## src/rtl/j4_stack.sv

```systemverilog
// j4 data/return stack: T held in a register, deeper items in a circular array.
// Supports deltas 0/+1/-1/-2, wrap or saturate on faults, ovf/unf pulses and a sticky err.
module j4_stack #(
    parameter int WIDTH = 16,
    parameter int DEPTH = 4,
    parameter int WRAP  = 1
) (
    input  logic             clk,
    input  logic             rst,
    input  logic             en,
    input  logic [1:0]       delta,
    input  logic             we,
    input  logic [WIDTH-1:0] din,
    input  logic             clr_err,
    output logic [WIDTH-1:0] t,
    output logic [WIDTH-1:0] n,
    output logic [DEPTH:0]   dsp,
    output logic             full,
    output logic             empty,
    output logic             ovf,
    output logic             unf,
    output logic             err
);
    localparam int CAP = 1 << DEPTH;
    localparam logic [DEPTH:0] CAP_V = (DEPTH+1)'(CAP);
    localparam logic [DEPTH:0] ONE   = (DEPTH+1)'(1);
    localparam logic [DEPTH:0] TWO   = (DEPTH+1)'(2);
    localparam logic [DEPTH:0] THREE = (DEPTH+1)'(3);

    // item[k] for k>=1 lives at mem[sp_reg-(k-1)]; one slot is always spare
    logic [WIDTH-1:0] mem [CAP];

    logic [WIDTH-1:0] t_reg, t_next;
    logic [DEPTH-1:0] sp_reg, sp_next;
    logic [DEPTH:0]   dsp_reg, dsp_next;
    logic             ovf_reg, ovf_next;
    logic             unf_reg, unf_next;
    logic             err_reg, err_next;

    logic [DEPTH-1:0] sp_inc, sp_dec, sp_dec2;
    logic [WIDTH-1:0] item0, item1, item2;
    logic [WIDTH-1:0] dflt, val;
    logic             push, pop1, pop2, over, under, suppress, mem_we;

    assign sp_inc  = sp_reg + DEPTH'(1);
    assign sp_dec  = sp_reg - DEPTH'(1);
    assign sp_dec2 = sp_reg - DEPTH'(2);

    // Items beyond dsp read as zero everywhere, including as shift sources
    assign item0 = (dsp_reg >= ONE)   ? t_reg       : '0;
    assign item1 = (dsp_reg >= TWO)   ? mem[sp_reg] : '0;
    assign item2 = (dsp_reg >= THREE) ? mem[sp_dec] : '0;

    assign push  = (delta == 2'b01);
    assign pop1  = (delta == 2'b11);
    assign pop2  = (delta == 2'b10);
    assign over  = push && (dsp_reg == CAP_V);
    assign under = (pop1 && (dsp_reg == '0)) || (pop2 && (dsp_reg < TWO));
    assign suppress = (over || under) && (WRAP == 0);

    always_comb begin
        dflt = item0;
        case (delta)
            2'b11:   dflt = item1;
            2'b10:   dflt = item2;
            default: dflt = item0;
        endcase
    end

    assign val = we ? din : dflt;

    always_comb begin
        t_next   = t_reg;
        sp_next  = sp_reg;
        dsp_next = dsp_reg;
        ovf_next = 1'b0;
        unf_next = 1'b0;
        err_next = err_reg;
        mem_we   = 1'b0;
        if (en) begin
            ovf_next = over;
            unf_next = under;
            if (!suppress) begin
                t_next = val;
                if (push) begin
                    mem_we   = 1'b1;
                    sp_next  = sp_inc;
                    dsp_next = over ? dsp_reg : dsp_reg + ONE;
                end else if (pop1) begin
                    sp_next  = sp_dec;
                    dsp_next = under ? '0 : dsp_reg - ONE;
                end else if (pop2) begin
                    sp_next  = sp_dec2;
                    dsp_next = under ? '0 : dsp_reg - TWO;
                end
            end
        end
        // A fault in the same cycle as clr_err wins
        if (en && suppress) begin
            err_next = 1'b1;
        end else if (clr_err) begin
            err_next = 1'b0;
        end
    end

    always_ff @(posedge clk) begin
        if (rst) begin
            t_reg   <= '0;
            sp_reg  <= '0;
            dsp_reg <= '0;
            ovf_reg <= 1'b0;
            unf_reg <= 1'b0;
            err_reg <= 1'b0;
        end else begin
            t_reg   <= t_next;
            sp_reg  <= sp_next;
            dsp_reg <= dsp_next;
            ovf_reg <= ovf_next;
            unf_reg <= unf_next;
            err_reg <= err_next;
        end
    end

    always_ff @(posedge clk) begin
        if (mem_we && !rst) begin
            mem[sp_inc] <= item0;
        end
    end

    assign t     = item0;
    assign n     = item1;
    assign dsp   = dsp_reg;
    assign full  = (dsp_reg == CAP_V);
    assign empty = (dsp_reg == '0);
    assign ovf   = ovf_reg;
    assign unf   = unf_reg;
    assign err   = err_reg;
endmodule

```

## config.mk

```make
export PLATFORM = sky130hd
export DESIGN_NAME = j4_stack
export DESIGN_NICKNAME = d
export VERILOG_FILES = /design/src/rtl/j4_stack.sv
export SDC_FILE = /design/constraint.sdc
export NUM_CORES = 1
export LEC_CHECK = 0
export CAP_MARGIN = 20
export CORE_MARGIN = 5
export CORE_UTILIZATION = 46
export DETAILED_ROUTE_END_ITERATION = 12
export PLACE_DENSITY_LB_ADDON = 0.3
export SLEW_MARGIN = 30
export SYNTH_ARGS = -nofsm -noshare
export SYNTH_HDL_FRONTEND = slang
export SYNTH_SLANG_ARGS = --single-unit
```

## constraint.sdc

```tcl
create_clock -name clk -period 3.6 [get_ports clk]
set_clock_uncertainty 0.15 [all_clocks]
set_input_delay 0.36 -clock clk [delete_from_list [all_inputs] [get_ports clk]]
set_output_delay 0.36 -clock clk [all_outputs]
set_load 0.01 [all_outputs]
```

==> impl_metrics.toml, run 1 <==
[power]
netSwitchingFraction_pct = 27.0
p_switching_mw = 2.41
pwr-share-clk_pct = 38.9
seq_power_share_pct = 41.9
ir_drop_mv = 0.376
p_per_area_mw_per_mm2 = 529
power.internal_mw = 6.52
p_comb_share_pct = 19.2
leakage_nw = 5.80

[cts]
cts_buffers = 34
htreeDepth = 2
post-cts-setup-buffers = 0
cts_tree = "yes"
path_clk_slew_ns = 0.06
clk_path_buf_depth = 3
cts_sinks = 287
root_buffer = "clkbuf_16"
clkLatencyLatePin_ns = 0.51

[logic_synthesis]
synth_edf_count = 256
async_flop_share_pct = 0
synthTopCellsByArea = "edfxtp_1 (54%), mux4_2 (10%), mux2i_1 (6.8%)"
netlist.area_leader.share_pct = 54.2
avgSynthCellArea_sq_um = 13.8
synth-seq-cells = 287
netlist_top_cells_count = "edfxtp_1 (256), nand2_1 (144), mux2i_1 (96)"
synth_ff_type = "edfxtp_1"
synth_cells = 1027
syn_nets = 1068
synth_seq_area_share_pct = 58.6
synthDistinctLibCells = 54
synth_most_common_cell = "edfxtp_1"
ys_warn_count = 0
syn_area_sq_mm = 0.0142
synth_top_area_cell = "edfxtp_1"

[global_routing]
antenna_found_initial = 1
overflow = 0
grt_pass1_wl_um = 63600
track_usage_pct = 25.1
grt_pass1_vias = 9925
grt_max_degree = 65

[setup_path]
crit_required_ns = 3.09
arrival_ns = 3.04
path_class = "register to output pin"
endpoint_kind = "output pin"
critPathMaxFanout = 17
setup.worst_path.start_class = "register"

[placed_design]
gp_congestion = 0.888
dp_slack_ns = 0.305
post-dp-hpwl_um = 26200
portBuffers = 62
postPlaceCellArea_sq_mm = 0.0157

[drt]
wirelength_um = 43400
first_pass_iters = 5
met2WireLength_um = 20000
drcViolationCount = 0
routed_via_density = 6.44
wl_met3_um = 4830
wire_per_inst_um = 28.1
highest_layer = "met5"
drtAntennaViolNets = 0
met1Wirelength_um = 17200
num_vias = 9940
first_iter_violations = 1266

[job]
maxCapViolCount = 0

[outcome]
status = "finished, final reports clean"

[floorplanning]
die_h_um = 186
fp-row-count = 64
initial_utilization_pct = 46.5
dieArea_sq_mm = 0.0344
die_x_um = 186
core_area_sq_mm = 0.0305
top_level_ports = 65

[final_layout]
drive_above_1_share_pct = 21.4
fill_cells = 2465
multiInputGateArea_sq_mm = 0.00560
final-seq-area_sq_mm = 0.00831
diodes = 0
largest_reg_flops = 256
area_growth_pct = 19.0
post-route-cell-area_sq_mm = 0.0169
fin_nets = 1166

[timing]
finalWorstPathRequiredPeriod_ns = 3.55
rsz0062_at_grt = "true"
worst_slack_ns = 0.0498
fin_setup_tns_ns = 0
post-route-period-util_pct = 98.6
maxSlewHeadroom_pct = 40.1
finalHoldViolations = 0
max_freq_mhz = 282
setup_viol = 0
max_slew.worst_pin.slew_ns = 0.899
finalMaxSlewViolations = 0

[hold_path]
hp-class = "input port to register"
[layer usage]
metal	vias to the layer above	global-route usage, %
li1	4275	-
met1	4918	35.0
met2	642	39.5
met3	103	5.96
met4	2	7.78
met5	-	0
[final cells by class]
| type | count | area share (%) |
|---|---|---|
| well taps | 396 | 2.94 |
| clock inverters | 14 | 1.27 |
| multi-input cells | 649 | 33.2 |
| flip-flops and latches | 287 | 49.3 |
| inverters | 12 | 0.267 |
| clock buffers | 45 | 5.40 |
| repair buffers | 141 | 7.71 |
[cell families (layout without fill, tap and decap cells)]
| kind of cell | Yosys count | after routing | synth area share, % |
|---|---|---|---|
| xor+xnor | 12 | 12 | 0.741 |
| mux | 163 | 163 | 17.3 |
| buf+inv | 91 | 212 | 2.83 |
| flops | 287 | 287 | 58.6 |
| compound gates | 179 | 179 | 9.93 |
| fa+ha+maj | 18 | 18 | 1.59 |
| simple gates | 276 | 276 | 8.98 |
| other cells | 1 | 1 | 0.0264 |
[power by group through the flow]
stage / clock network (mW) / registers, mW / logic [mW]
floorplan: 0 / 3.80 / 1.05
global placement: 0 / 3.81 / 1.65
detailed placement: 0 / 3.81 / 1.67
CTS: 3.51 / 3.75 / 1.67
global route: 3.68 / 3.75 / 1.81
finish: 3.48 / 3.75 / 1.71
[metrics by stage]
| stage | utilization [%] | hold slack [ns] | std cells | power, mW |
|---|---|---|---|---|
| 6_report | 55.3 | 0.409 | 1544 | 8.94 |
| 3_3_place_gp | 51.5 | 0.425 | 1485 | 5.46 |
| 4_1_cts | 55.2 | 0.419 | 1544 | 8.93 |
| 2_1_floorplan | - | 0.382 | 1027 | 4.85 |
| 5_1_grt | 55.3 | 0.449 | 1544 | 9.23 |
| 3_5_place_dp | 51.5 | 0.435 | 1485 | 5.48 |
[layout by cell type, fill, tap and decap left out, types with 19 or more instances in the layout]
cell and count:
and2_1 27, mux4_2 66, dfxtp_1 28, mux2i_1 96
a32oi_1 31, nand2_1 144, clkbuf_16 34, buf_4 72
a211oi_1 20, clkdlybuf4s50_1 62, edfxtp_1 256, nor2_2 19
nand3_1 35
[worst paths after layout]
check	start	endpoint	slack [ns]	depth (start not counted)
min	din[7]	t_reg[7]	0.41	3
max	dsp[2]	t[0]	0.05	6
min reg2reg	t_reg[11]	t_reg[11]	0.46	2
max reg2reg	dsp[2]	t_reg[3]	0.57	8
[worst max-delay path, stage by stage, from the launching register on]
cell,delay [ns]
dfxtp_1,0.31
inv_1,0.17
ha_1,0.21
or3b_4,0.44
a221o_4,0.52
and2_2,0.37
clkdlybuf4s50_1,0.52
[what timing repair did]
item,in CTS,in global routing
resized for setup,1,8
pin swaps,0,0
cloned,0,0
hold buffers,0,0
endpoints found under the setup margin,15,17
Power figures use the tool's default switching activity.
==> run 2: changes to the inputs <==
--- a/config.mk
+++ b/config.mk
@@ -10,6 +10,7 @@
 export CORE_UTILIZATION = 46
 export DETAILED_ROUTE_END_ITERATION = 12
 export PLACE_DENSITY_LB_ADDON = 0.3
+export RECOVER_POWER = 50
 export SLEW_MARGIN = 30
 export SYNTH_ARGS = -nofsm -noshare
 export SYNTH_HDL_FRONTEND = slang
==> run 2 against run 1 <==
- final cell count unchanged
- sequential power about the same
- worst setup slack improved by 0.0051 ns
- highest routed layer unchanged
- critical endpoint unchanged
- cell area about the same
- fmax increased by 0.14%
- routed wire length about the same
- critical path type unchanged
- via count increased by 0.29%
==> impl_metrics.toml, run 2 (synthesized netlist as in run 1, its figures left out) <==
[cts]
cts_buffers = 34
root_buffer = "clkbuf_16"
clkLatencyLatePin_ns = 0.51
cts_tree = "yes"
cts_sinks = 287
path_clk_slew_ns = 0.06
clk_path_buf_depth = 3
ctsHoldBuffers = 0
htreeDepth = 2

[drt]
routed_via_density = 6.46
drcViolationCount = 0
wire_per_inst_um = 28.1
first_iter_violations = 1246
wirelength_um = 43400
first_pass_iters = 5
num_vias = 9969
drtAntennaViolNets = 0

[job]
maxCapViolCount = 0

[global_routing]
grt_pass1_vias = 9925
grt_pass1_wl_um = 63600
grt_max_degree = 65
track_usage_pct = 25.1
antenna_found_initial = 1
overflow = 0

[placed_design]
postPlaceCellArea_sq_mm = 0.0157
portBuffers = 62
gp_congestion = 0.888
dp_slack_ns = 0.305
post-dp-hpwl_um = 26200
placed_cells = 1485

[hold_path]
hp-class = "input port to register"

[final_layout]
fin_cells = 1544
fill_cells = 2467
final-seq-area_sq_mm = 0.00831
post-route-cell-area_sq_mm = 0.0169
area_growth_pct = 18.9
fin_nets = 1166
largest_reg_flops = 256
layout_commonest_cell = "edfxtp_1"
multiInputGateArea_sq_mm = 0.00560
diodes = 0
layout_common_cells = "edfxtp_1 (256), nand2_1 (144), mux2i_1 (96)"
drive_above_1_share_pct = 21.1

[floorplanning]
die_h_um = 186
core_area_sq_mm = 0.0305
fp-row-count = 64
die_x_um = 186
dieArea_sq_mm = 0.0344
initial_utilization_pct = 46.5
top_level_ports = 65

[setup_path]
endpoint_kind = "output pin"
reg2reg_depth = 8
critPathMaxFanout = 17
arrival_ns = 3.04
r2r-end = "t_reg[2]"
cp-startpoint = "dsp[2]"
endpoint = "t[0]"
setup.worst_path.start_class = "register"
path_class = "register to output pin"
rrSetupSlack_ns = 0.61
crit_required_ns = 3.09
reg2reg_from = "dsp[2]"

[timing]
finalMaxSlewViolations = 0
max_slew.worst_pin.slew_ns = 1.12
finalHoldViolations = 0
finalWorstPathRequiredPeriod_ns = 3.55
setup_viol = 0
max_freq_mhz = 282
rsz0062_at_grt = "true"
maxSlewHeadroom_pct = 25.3
timing.hold.ws_ns = 0.408
worst_slack_ns = 0.0548
post-route-period-util_pct = 98.5

[outcome]
status = "finished, final reports clean"

[power]
leakage_nw = 5.81
p_per_area_mw_per_mm2 = 529
ir_drop_mv = 0.376
run 2: changes by cell type in the layout (fill, tap and decap cells not counted):
cell / delta
buf_4: -3
clkbuf_1: +3
nor2_1: +1
nor2_2: -1
dlygate4sd3_1: +7
clkdlybuf4s50_1: -7
run 2: layout make-up:
cell class                      instances  share of cell area (%)
Inverter                               12                   0.267
Timing Repair Buffer                  141                    7.65
Tap cell                              396                    2.94
Multi-Input combinational cell        649                    33.2
Clock inverter                         14                    1.27
Sequential cell                       287                    49.3
Clock buffer                           45                    5.41
run 2: worst min path at each step:
stage                          from         to  cells after the start
after floorplan            t_reg[7]   t_reg[7]                      2
after global placement    t_reg[10]  t_reg[10]                      2
after detailed placement  t_reg[15]  t_reg[15]                      2
after CTS                    din[7]   t_reg[7]                      3
after global routing         din[7]   t_reg[7]                      3
final                        din[7]   t_reg[7]                      3
run 2: per-layer routing:
layer / GRT usage [%] / share of wire [%] / vias up
met4: 7.78 / 3.3 / 2
li1: - / - / 4277
met1: 35.0 / 39 / 4905
met3: 5.96 / 12 / 118
met5: 0 / 0.025 / -
met2: 39.5 / 46 / 667
run 2: worst max-delay path, cell delays in order, from the launching register on:
cell and delay (ns):
dfxtp_1 0.31, inv_1 0.17, ha_1 0.21, or3b_4 0.44
a221o_4 0.52, and2_2 0.37, clkdlybuf4s50_1 0.52
run 2: timing repair:
item                       CTS  global route
setup endpoints to repair   15            17
gates resized for setup      1             8
setup buffers                0             0
run 2: metrics by stage:
stage	setup TNS, ns	power (mW)	utilization (%)
after floorplan	0	4.85	-
after global placement	0	5.46	51.5
after detailed placement	0	5.48	51.5
after CTS	-0.492	8.93	55.2
after global routing	-0.121	9.23	55.3
final	0	8.93	55.3
run 2: report_power, final:
part	switching (mW)	internal, mW	total, mW
clock	1.33	2.15	3.47
combinational	1.03	0.675	1.71
sequential	0.0476	3.70	3.75
total	2.41	6.52	8.93
==> run 3: changes to the inputs <==
--- a/config.mk
+++ b/config.mk
@@ -6,6 +6,7 @@
 export NUM_CORES = 1
 export LEC_CHECK = 0
 export CAP_MARGIN = 20
+export CORE_ASPECT_RATIO = 0.5
 export CORE_MARGIN = 5
 export CORE_UTILIZATION = 46
 export DETAILED_ROUTE_END_ITERATION = 12
==> run 3 against run 2 <==
- sequential share of layout area rose by 0.85 points
- cell area fell by 1.7%
- first-iteration DRC count rose by 25%
- total power fell by 9.7%
- die area rose by 0.62%
- sequential cell count did not move
- fmax fell by 1.0%
- utilization fell by 0.65 points
- register-to-register slack got worse by 0.10 ns
- final cell count fell by 0.58%
==> impl_metrics.toml, run 3 (synthesized netlist as in run 1, its figures left out) <==
[setup_path]
endpoint_kind = "output pin"
reg2reg_depth = 8
r2r-end = "t_reg[1]"
crit_required_ns = 3.09
critPathMaxFanout = 16
rrSetupSlack_ns = 0.51
reg2reg_from = "sp_reg[0]"
arrival_ns = 3.07
endpoint = "n[0]"
setup.worst_path.start_class = "register"
path_class = "register to output pin"
cp-startpoint = "dsp[0]"

[drt]
wire_per_inst_um = 28.2
drcViolationCount = 0
drtAntennaViolNets = 0
first_pass_iters = 6
num_vias = 10100
routed_via_density = 6.60
first_iter_violations = 1558
wirelength_um = 43300

[power]
power_mw = 8.06
ir_drop_mv = 0.377
p_per_area_mw_per_mm2 = 486
leakage_nw = 5.68

[final_layout]
multiInputGateArea_sq_mm = 0.00558
layout_common_cells = "edfxtp_1 (256), nand2_1 (144), mux2i_1 (96)"
fin_cells = 1535
area_growth_pct = 16.9
final-seq-area_sq_mm = 0.00831
fill_cells = 2400
post-route-cell-area_sq_mm = 0.0166
final_core_util_pct = 54.6
layout_commonest_cell = "edfxtp_1"
diodes = 0
drive_above_1_share_pct = 20.5
fin_nets = 1157
largest_reg_flops = 256

[floorplanning]
die_x_um = 258
fp-row-count = 45
core_area_sq_mm = 0.0303
initial_utilization_pct = 46.7
top_level_ports = 65
die_h_um = 134
dieArea_sq_mm = 0.0347

[global_routing]
track_usage_pct = 24.5
grt_most_used_layer = "met2"
grt_pass1_vias = 9971
met1_usage_pct = 35.4
overflow = 0
grt_max_degree = 65
gr-usage-met2_pct = 38.1
grt_pass1_wl_um = 63700
antenna_found_initial = 0
met3_usage_pct = 5.64

[cts]
cts_tree = "yes"
clkLatencyLatePin_ns = 0.56
path_clk_slew_ns = 0.07
cts_buffers = 26
htreeDepth = 1
cts_sinks = 287
root_buffer = "clkbuf_16"
clk_path_buf_depth = 3

[timing]
finalHoldViolations = 0
finalWorstPathRequiredPeriod_ns = 3.58
maxSlewHeadroom_pct = 41.4
max_freq_mhz = 279
fin_setup_tns_ns = 0
worst_slack_ns = 0.0183
setup_viol = 0
max_slew.worst_pin.slew_ns = 0.866
rsz0062_at_grt = "true"
timing.hold.ws_ns = 0.336
post-route-period-util_pct = 99.5
finalMaxSlewViolations = 0

[placed_design]
dp_slack_ns = 0.396
post-dp-hpwl_um = 26900
placed_cells = 1482
gp_congestion = 0.916
portBuffers = 62
postPlaceCellArea_sq_mm = 0.0157

[hold_path]
hp-class = "input port to register"
min_path_cells = 3
worstHoldStart = "din[7]"

[job]
maxCapViolCount = 0

[outcome]
status = "finished, final reports clean"
[run 3: worst min-delay path by stage]
stage	endpoint	slack, ns
CTS	t_reg[7]	0.31
floorplan	t_reg[7]	0.38
global placement	t_reg[7]	0.41
detailed placement	t_reg[5]	0.44
global route	t_reg[7]	0.39
finish	t_reg[7]	0.34
[run 3: report_power, final]
group / switching [mW] / internal [mW]
clock network: 1.23 / 1.35
logic: 1.04 / 0.690
registers: 0.0533 / 3.70
total: 2.32 / 5.74
[run 3: timing repair]
action                                  in CTS  in global routing
gates resized for setup                      6                  6
hold buffers                                 0                  0
pin swaps                                    0                  0
gates cloned                                 0                  0
endpoints found under the setup margin      11                 17
buffers inserted                             1                  4
[run 3: layout make-up]
class                           count  share of cell area (%)
Sequential cell                   287                    50.1
Multi-Input combinational cell    649                    33.7
Timing Repair Buffer              140                    8.20
Clock buffer                       35                    4.13
Tap cell                          399                    3.01
Clock inverter                     13                   0.574
Inverter                           12                   0.272
[run 3: critical path, cell delays in order (launching register included)]
cell	delay, ns
dfxtp_1	0.42
inv_1	0.20
ha_1	0.16
nor2b_1	0.28
nor2_1	0.07
buf_4	0.25
a211oi_1	0.46
clkdlybuf4s50_1	0.66
[run 3: layer usage]
layer / vias up / wire length, um
met5: - / 0
met4: 0 / 1130
met3: 97 / 5210
met2: 707 / 19300
met1: 5069 / 17600
li1: 4252 / -
